## config.mk

```make
export PLATFORM = sky130hd
export DESIGN_NAME = syscall_engine_flat
export DESIGN_NICKNAME = d
export VERILOG_FILES = /design/src/rtl/syscall_engine_if.sv /design/src/rtl/syscall_engine.sv /design/src/flat_wrapper.sv
export SDC_FILE = /design/constraint.sdc
export NUM_CORES = 1
export LEC_CHECK = 0
export ABC_AREA = 1
export CAP_MARGIN = 5
export CORE_ASPECT_RATIO = 0.75
export CORE_MARGIN = 8
export CORE_UTILIZATION = 60
export CTS_BUF_LIST = sky130_fd_sc_hd__clkbuf_8
export DETAILED_ROUTE_END_ITERATION = 12
export GPL_TIMING_DRIVEN = 0
export PLACE_DENSITY = 0.82
export SLEW_MARGIN = 20
export SYNTH_ARGS = -nofsm -noshare
export SYNTH_HDL_FRONTEND = slang
export SYNTH_SLANG_ARGS = --single-unit
```

## constraint.sdc

```tcl
create_clock -name clk -period 4.8 [get_ports clk]
set_input_delay 0.96 -clock clk [delete_from_list [all_inputs] [get_ports clk]]
set_output_delay 0.96 -clock clk [all_outputs]
set_load 0.02 [all_outputs]
```

## src/rtl/syscall_engine_if.sv

```systemverilog
// Syscall engine bundle: ID-stage trigger, data-memory read port and output character stream.
// slave is the engine side; master is the pipeline/memory/consumer side.
interface syscall_engine_if #(
  parameter int unsigned ADDR_W = 32
);
  logic              syscall_valid;
  logic [31:0]       v0;
  logic [31:0]       a0;
  logic              sysstall;
  logic              mem_req;
  logic [ADDR_W-1:0] mem_addr;
  logic [31:0]       mem_rdata;
  logic              mem_rvalid;
  logic [7:0]        char_data;
  logic              char_valid;
  logic              char_ready;
  logic              halt;
  logic              err;

  modport slave (
    input  syscall_valid, v0, a0, mem_rdata, mem_rvalid, char_ready,
    output sysstall, mem_req, mem_addr, char_data, char_valid, halt, err
  );

  modport master (
    output syscall_valid, v0, a0, mem_rdata, mem_rvalid, char_ready,
    input  sysstall, mem_req, mem_addr, char_data, char_valid, halt, err
  );
endinterface

```

## src/rtl/syscall_engine.sv

```systemverilog
// Sequential syscall service unit: print_char/print_string/print_int/exit into a buffered
// character stream, stalling ID until the service completes.
module syscall_engine #(
  parameter int unsigned FIFO_DEPTH  = 16,
  parameter int unsigned MAX_STR_LEN = 256,
  parameter int unsigned ADDR_W      = 32
) (
  input  logic             clk,
  input  logic             rst_n,
  syscall_engine_if.slave  bus
);
  localparam int unsigned PTR_W = $clog2(FIFO_DEPTH);
  localparam int unsigned PW1   = PTR_W + 1;
  localparam int unsigned CNT_W = $clog2(MAX_STR_LEN + 1);

  typedef enum logic [3:0] {
    ST_IDLE, ST_PUT_CHAR, ST_STR_REQ, ST_STR_WAIT, ST_STR_PUSH,
    ST_INT_SIGN, ST_INT_DIG, ST_INT_PUSH, ST_DRAIN, ST_HALT, ST_ERR, ST_DONE
  } state_e;

  state_e            state_q, state_d;
  logic [ADDR_W-1:0] ptr_q, ptr_d;
  logic [CNT_W-1:0]  cnt_q, cnt_d;
  logic [7:0]        byte_q, byte_d;
  logic [31:0]       mag_q, mag_d;
  logic              neg_q, neg_d;
  logic [3:0]        pidx_q, pidx_d;
  logic [3:0]        digit_q, digit_d;
  logic              started_q, started_d;
  logic              mem_req_q, mem_req_d;
  logic [ADDR_W-1:0] mem_addr_q, mem_addr_d;
  logic              halt_q, halt_d;
  logic              err_q, err_d;

  logic [7:0]        fifo_mem [FIFO_DEPTH];
  logic [PTR_W:0]    wr_ptr_q, rd_ptr_q;
  logic              fifo_empty, fifo_full, pop, push, can_push;
  logic [7:0]        push_data;

  function automatic logic [31:0] pow10(input logic [3:0] idx);
    case (idx)
      4'd0:    pow10 = 32'd1_000_000_000;
      4'd1:    pow10 = 32'd100_000_000;
      4'd2:    pow10 = 32'd10_000_000;
      4'd3:    pow10 = 32'd1_000_000;
      4'd4:    pow10 = 32'd100_000;
      4'd5:    pow10 = 32'd10_000;
      4'd6:    pow10 = 32'd1_000;
      4'd7:    pow10 = 32'd100;
      4'd8:    pow10 = 32'd10;
      default: pow10 = 32'd1;
    endcase
  endfunction

  // Big-endian byte lane select.
  function automatic logic [7:0] sel_byte(input logic [31:0] w, input logic [1:0] off);
    case (off)
      2'd0:    sel_byte = w[31:24];
      2'd1:    sel_byte = w[23:16];
      2'd2:    sel_byte = w[15:8];
      default: sel_byte = w[7:0];
    endcase
  endfunction

  // A pop in the same cycle frees the slot, so a full FIFO still accepts that push.
  assign fifo_empty = (wr_ptr_q == rd_ptr_q);
  assign fifo_full  = (wr_ptr_q[PTR_W] != rd_ptr_q[PTR_W]) &&
                      (wr_ptr_q[PTR_W-1:0] == rd_ptr_q[PTR_W-1:0]);
  assign pop        = !fifo_empty && bus.char_ready;
  assign can_push   = !fifo_full || pop;

  always_comb begin
    state_d   = state_q;
    ptr_d     = ptr_q;
    cnt_d     = cnt_q;
    byte_d    = byte_q;
    mag_d     = mag_q;
    neg_d     = neg_q;
    pidx_d    = pidx_q;
    digit_d   = digit_q;
    started_d = started_q;
    push      = 1'b0;
    push_data = byte_q;

    case (state_q)
      ST_IDLE: begin
        if (bus.syscall_valid && !halt_q) begin
          ptr_d     = ADDR_W'(bus.a0);
          cnt_d     = '0;
          byte_d    = bus.a0[7:0];
          neg_d     = bus.a0[31];
          mag_d     = bus.a0[31] ? (32'd0 - bus.a0) : bus.a0;
          pidx_d    = 4'd0;
          digit_d   = 4'd0;
          started_d = 1'b0;
          case (bus.v0)
            32'd11:  state_d = ST_PUT_CHAR;
            32'd4:   state_d = ST_STR_REQ;
            32'd1:   state_d = ST_INT_SIGN;
            32'd10:  state_d = ST_DRAIN;
            default: state_d = ST_ERR;
          endcase
        end
      end
      ST_PUT_CHAR: begin
        if (can_push) begin
          push    = 1'b1;
          state_d = ST_DONE;
        end
      end
      ST_STR_REQ: state_d = ST_STR_WAIT;
      ST_STR_WAIT: begin
        if (bus.mem_rvalid) begin
          byte_d  = sel_byte(bus.mem_rdata, ptr_q[1:0]);
          state_d = (byte_d == 8'd0) ? ST_DONE : ST_STR_PUSH;
        end
      end
      ST_STR_PUSH: begin
        if (can_push) begin
          push    = 1'b1;
          ptr_d   = ptr_q + ADDR_W'(1);
          cnt_d   = cnt_q + CNT_W'(1);
          state_d = (cnt_d == CNT_W'(MAX_STR_LEN)) ? ST_ERR : ST_STR_REQ;
        end
      end
      ST_INT_SIGN: begin
        if (!neg_q) begin
          state_d = ST_INT_DIG;
        end else if (can_push) begin
          push      = 1'b1;
          push_data = 8'h2D;
          state_d   = ST_INT_DIG;
        end
      end
      // One subtraction per cycle against the current power of ten.
      ST_INT_DIG: begin
        if (mag_q >= pow10(pidx_q)) begin
          mag_d   = mag_q - pow10(pidx_q);
          digit_d = digit_q + 4'd1;
        end else begin
          state_d = ST_INT_PUSH;
        end
      end
      ST_INT_PUSH: begin
        if (digit_q == 4'd0 && !started_q && pidx_q != 4'd9) begin
          pidx_d  = pidx_q + 4'd1;
          state_d = ST_INT_DIG;
        end else if (can_push) begin
          push      = 1'b1;
          push_data = 8'h30 + 8'(digit_q);
          started_d = 1'b1;
          digit_d   = 4'd0;
          if (pidx_q == 4'd9) begin
            state_d = ST_DONE;
          end else begin
            pidx_d  = pidx_q + 4'd1;
            state_d = ST_INT_DIG;
          end
        end
      end
      ST_DRAIN: if (fifo_empty) state_d = ST_HALT;
      ST_HALT:  state_d = ST_HALT;
      ST_ERR:   state_d = ST_DONE;
      ST_DONE:  state_d = ST_IDLE;
      default:  state_d = ST_IDLE;
    endcase

    mem_req_d  = (state_d == ST_STR_REQ) || (state_d == ST_STR_WAIT);
    mem_addr_d = mem_req_d ? {ptr_d[ADDR_W-1:2], 2'b00} : mem_addr_q;
    halt_d     = (state_d == ST_HALT);
    err_d      = (state_d == ST_ERR);
  end

  always_ff @(posedge clk) begin
    if (!rst_n) begin
      state_q    <= ST_IDLE;
      ptr_q      <= '0;
      cnt_q      <= '0;
      byte_q     <= '0;
      mag_q      <= '0;
      neg_q      <= 1'b0;
      pidx_q     <= '0;
      digit_q    <= '0;
      started_q  <= 1'b0;
      mem_req_q  <= 1'b0;
      mem_addr_q <= '0;
      halt_q     <= 1'b0;
      err_q      <= 1'b0;
      wr_ptr_q   <= '0;
      rd_ptr_q   <= '0;
    end else begin
      state_q    <= state_d;
      ptr_q      <= ptr_d;
      cnt_q      <= cnt_d;
      byte_q     <= byte_d;
      mag_q      <= mag_d;
      neg_q      <= neg_d;
      pidx_q     <= pidx_d;
      digit_q    <= digit_d;
      started_q  <= started_d;
      mem_req_q  <= mem_req_d;
      mem_addr_q <= mem_addr_d;
      halt_q     <= halt_d;
      err_q      <= err_d;
      if (push) wr_ptr_q <= wr_ptr_q + PW1'(1);
      if (pop)  rd_ptr_q <= rd_ptr_q + PW1'(1);
    end
  end

  always_ff @(posedge clk) begin
    if (push) fifo_mem[wr_ptr_q[PTR_W-1:0]] <= push_data;
  end

  assign bus.sysstall   = (state_q == ST_IDLE && bus.syscall_valid && !halt_q) ||
                          !(state_q == ST_IDLE || state_q == ST_DONE || state_q == ST_HALT);
  assign bus.mem_req    = mem_req_q;
  assign bus.mem_addr   = mem_addr_q;
  assign bus.char_data  = fifo_mem[rd_ptr_q[PTR_W-1:0]];
  assign bus.char_valid = !fifo_empty;
  assign bus.halt       = halt_q;
  assign bus.err        = err_q;
endmodule

```

## src/flat_wrapper.sv

```systemverilog
// flat-port wrapper written by rule: the top's interface ports become plain ports
module syscall_engine_flat 
#(
  parameter int unsigned FIFO_DEPTH  = 16,
  parameter int unsigned MAX_STR_LEN = 256,
  parameter int unsigned ADDR_W      = 32
)
  (clk, rst_n, bus_syscall_valid, bus_v0, bus_a0, bus_mem_rdata, bus_mem_rvalid, bus_char_ready, bus_sysstall, bus_mem_req, bus_mem_addr, bus_char_data, bus_char_valid, bus_halt, bus_err);
  syscall_engine_if #(.ADDR_W(ADDR_W)) bus_i ();
  input  logic clk;
  input  logic rst_n;
  input wire logic [$bits(bus_i.syscall_valid)-1:0] bus_syscall_valid;
  input wire logic [$bits(bus_i.v0)-1:0] bus_v0;
  input wire logic [$bits(bus_i.a0)-1:0] bus_a0;
  input wire logic [$bits(bus_i.mem_rdata)-1:0] bus_mem_rdata;
  input wire logic [$bits(bus_i.mem_rvalid)-1:0] bus_mem_rvalid;
  input wire logic [$bits(bus_i.char_ready)-1:0] bus_char_ready;
  output wire logic [$bits(bus_i.sysstall)-1:0] bus_sysstall;
  output wire logic [$bits(bus_i.mem_req)-1:0] bus_mem_req;
  output wire logic [$bits(bus_i.mem_addr)-1:0] bus_mem_addr;
  output wire logic [$bits(bus_i.char_data)-1:0] bus_char_data;
  output wire logic [$bits(bus_i.char_valid)-1:0] bus_char_valid;
  output wire logic [$bits(bus_i.halt)-1:0] bus_halt;
  output wire logic [$bits(bus_i.err)-1:0] bus_err;
  assign bus_i.syscall_valid = bus_syscall_valid;
  assign bus_i.v0 = bus_v0;
  assign bus_i.a0 = bus_a0;
  assign bus_i.mem_rdata = bus_mem_rdata;
  assign bus_i.mem_rvalid = bus_mem_rvalid;
  assign bus_i.char_ready = bus_char_ready;
  assign bus_sysstall = bus_i.sysstall;
  assign bus_mem_req = bus_i.mem_req;
  assign bus_mem_addr = bus_i.mem_addr;
  assign bus_char_data = bus_i.char_data;
  assign bus_char_valid = bus_i.char_valid;
  assign bus_halt = bus_i.halt;
  assign bus_err = bus_i.err;
  syscall_engine #(.FIFO_DEPTH(FIFO_DEPTH), .MAX_STR_LEN(MAX_STR_LEN), .ADDR_W(ADDR_W)) u_core (.clk(clk), .rst_n(rst_n), .bus(bus_i));
endmodule
```

==> results of run 1 <==
-- cell type report --
| type | count | area, um2 |
|---|---|---|
| plain buffers | 91 | 398 |
| clock buffers | 59 | 812 |
| clock inverters | 25 | 169 |
| fillers | 2343 | 8480 |
| inverters | 279 | 1050 |
| multi-input cells | 1774 | 8810 |
| flip-flops and latches | 293 | 7150 |
| well taps | 392 | 490 |
| repair buffers | 143 | 1430 |
-- stage by stage --
step,instance area [um2],cells
final,20300,3056
after global routing,20300,3056
after CTS,20300,3056
after detailed placement,19300,2972
after global placement,19300,2971
after floorplan,17400,2437
-- cells in the mapped netlist (9+ instances only) --
cell type / instances / area (um2)
nand2_1: 604 / 2270
nor2_1: 352 / 1320
inv_1: 260 / 976
dfxtp_1: 165 / 3300
o21ai_0: 160 / 801
a21oi_1: 148 / 741
edfxtp_1: 128 / 3840
nand3_1: 124 / 621
clkbuf_1: 55 / 206
ha_1: 54 / 676
nand4_1: 44 / 275
o211ai_1: 42 / 315
nor3_1: 33 / 165
mux2i_1: 32 / 320
a31oi_1: 21 / 131
buf_2: 20 / 100
inv_2: 18 / 67.6
xor2_1: 18 / 158
o21ai_1: 17 / 85.1
a22oi_1: 16 / 120
nor4_1: 12 / 75.1
or2_2: 12 / 75.1
buf_1: 9 / 33.8
-- report_power, final --
part | total [W] | leakage, nW | switching, W | internal, W
registers | 0.00369 | 2.53 | 0.000434 | 0.00326
logic | 0.00665 | 5.71 | 0.00450 | 0.00214
clock network | 0.00226 | 0.550 | 0.00105 | 0.00122
total | 0.0126 | 8.79 | 0.00598 | 0.00662
-- layer usage --
| layer | wire length [um] | vias to the layer above | part of all wire |
|---|---|---|---|
| li1 | - | 8458 | - |
| met1 | 25200 | 8141 | 0.42 |
| met2 | 24800 | 1111 | 0.41 |
| met3 | 8320 | 136 | 0.14 |
| met4 | 1460 | 0 | 0.024 |
| met5 | 0 | - | 0 |
-- cells by family (layout without fill, tap and decap cells) --
logic type	after synthesis	after routing	share of synthesized area
adder cells (fa/ha/maj)	55	55	0.0400
AO/OA/AOI/OAI	440	440	0.142
XOR/XNOR	24	24	0.0121
multiplexers	32	32	0.0184
buffers and inverters	370	597	0.0831
flip-flops	293	293	0.411
AND/OR/NAND/NOR	1221	1221	0.293
other	1	2	0.000216
-- sequential cells by signal, indices dropped and copies added, names as in the netlist, named ones only --
register             count
u_core.mag_q            32
u_core.neg_q             1
u_core.cnt_q             9
u_core.bus.mem_req       1
u_core.byte_q            8
u_core.bus.err           1
u_core.wr_ptr_q          5
u_core.started_q         1
u_core.rd_ptr_q          5
u_core.digit_q           4
u_core.pidx_q            4
u_core.fifo_mem        128
u_core.bus.halt          1
u_core.bus.mem_addr     30
u_core.state_q           4
u_core.ptr_q            32
-- layout by cell type, fill, tap and decap left out, types with 4 or more instances in the layout --
master           Yosys  layout
buf_2               20      20
nand2_1            604     604
a21o_1               5       5
o21bai_1             4       4
nor2_2               8      10
o21a_1               4       4
buf_1                9       9
a31oi_1             21      21
clkdlybuf4s50_1      0     142
clkbuf_1            55      55
inv_2               18      18
a22oi_1             16      16
a211oi_1             6       6
nor3_1              33      33
a21oi_1            148     148
or2_2               12      12
o21ai_0            160     159
xnor2_1              6       6
nand3b_1             8       8
dfxtp_1            165     165
o21ai_1             17      17
inv_1              260     274
xor2_1              18      18
mux2i_1             32      32
o211ai_1            42      42
or2_1                4       4
nand2_2              7       7
nor4_1              12      12
edfxtp_1           128     128
buf_4                4       5
clkbuf_8             0      59
nor2_1             352     350
ha_1                54      54
nand4_1             44      44
nand3_1            124     124
o22ai_1              5       5
-- worst min-delay path, stage by stage, from the launching register on --
cell	delay, ps
dfxtp_1	320
nand2_1	60
a21oi_1	60
-- worst max-delay path by stage --
stage	startpoint	endpoint	slack (ps)
6_report	register	bus_char_data[2]	310
2_1_floorplan	register	bus_char_data[1]	2150
3_3_place_gp	bus_char_ready	u_core.fifo_mem[6][1]$_DFFE_PP_	710
5_1_grt	register	bus_char_data[2]	200
4_1_cts	register	bus_char_data[4]	400
3_5_place_dp	bus_syscall_valid	register	940
==> results.cfg, run 1 <==
[global_routing]
grt_pass1_wl_mm = 91.5
grt_pass1_vias = 16800
grtUsageMet2 = 0.498
met3_usage = 0.0947
track_usage = 0.337
antenna_found_initial = 0
grt_start_max_net_pins = 17
met1_usage = 0.475
grt-busiest-layer = met2
grt_overflow = 0

[timing]
rsz0062_at_grt = no
max_slew_margin = 0.416
worstMarginPinSlew_ps = 876
fin_crit_sh = 0.935
hold_violations = 0
drv_slew = 0
skew_ps = 44.1
tns_ps = 0
setup_ws_ps = 311
setup_violations = 0
fin_crit_ps = 4490
fmax_ghz = 0.223
whs_ps = 481

[logic_synthesis]
synth_edf_count = 128
synthFlopType = dfxtp_1
synthArstFlopShare = 0
synth.avg_cell_area_um2 = 7.14
synthDistinctLibCells = 54
netlist_instances = 2436
ys.warnings.count = 0
ys_seq_elements = 293
synth_area_um2 = 17400
yosysSeqAreaShare = 0.411

[final_layout]
antenna-diode-count = 0
synthToLayoutAreaGrowth_pct = 16.7
layout.nets = 2784
drive_gt1_frac = 0.0582
final_util = 0.706

[critical_path]
crit_required_ps = 3840
reg2reg_slack_ps = 1500
crit_slowest_cell = buf_1
cp_num_buf_inv = 4
critPathTopFamily = buffers and inverters
crit_path_end_kind = output port
crit_type = register to output port
worst-path-stages = 8
cp_cell_sequence = clkbuf_1, buf_2, buf_1, mux2i_1, o211ai_1, nand3_1, nand2_1, clkdlybuf4s50_1
reg2regPathDepth = 14
critPathArrivalTime_ps = 3530
start_kind = register
cp_slowest_stage_delay_ps = 660
worstPathMaxFanout = 10
regToRegStartpoint = u_core.state_q[2]$_SDFF_PN0_

[place]
post-place-ws_ps = 941
place_congestion = 0.960
post-dp-hpwl_mm = 46.0
port_buffers = 142

[floorplanning]
num_rows = 54
die_area_um2 = 34800
die_w_um = 213
initial_core_util = 0.604
io_pins = 146
die_h_um = 163
core-area_um2 = 28800

[power_and_ir_drop]
ir_drop_v = 0.000427
leakage_nw = 8.79
power_w = 0.0126
p_per_area_nw_per_um2 = 621

[drt]
post_drt_wl_per_cell_um = 19.6
via_count = 17800
first_iter_violations = 2007
via_per_inst = 5.84
drt_first_pass_iters = 6
drc_errors = 0
drt-total-wl_mm = 59.8
ant_nets = 0

[worst_hold_path]
whs_path_depth = 2
min-delay-start = u_core.started_q$_SDFFE_PN0P_
holdCritPathClass = register to register
hold-path-endpoint = u_core.started_q$_SDFFE_PN0P_

[clocking]
cts.sinks = 293
cts-resized-gates = 0
clk_path_buf_depth = 3
post-cts-setup-buffers = 0
clock_latency_ps = 610
clockRootBuffer = clkbuf_8
cts_buffers = 46
cts_hold_buf = 0
htreeDepth = 2
clk_pin_slew_ps = 70
cts_tree = yes

[job]
max_cap_viol_count = 0

[run_status]
status = finished clean
Note: power is estimated with default switching activity, not from simulation.
==> run 2, diff against run 1 <==
Settings changed: HOLD_SLACK_MARGIN set to 0.1.
==> results of run 2 <==
Same layout as run 1: the final DEF is identical, and so are final timing and power.
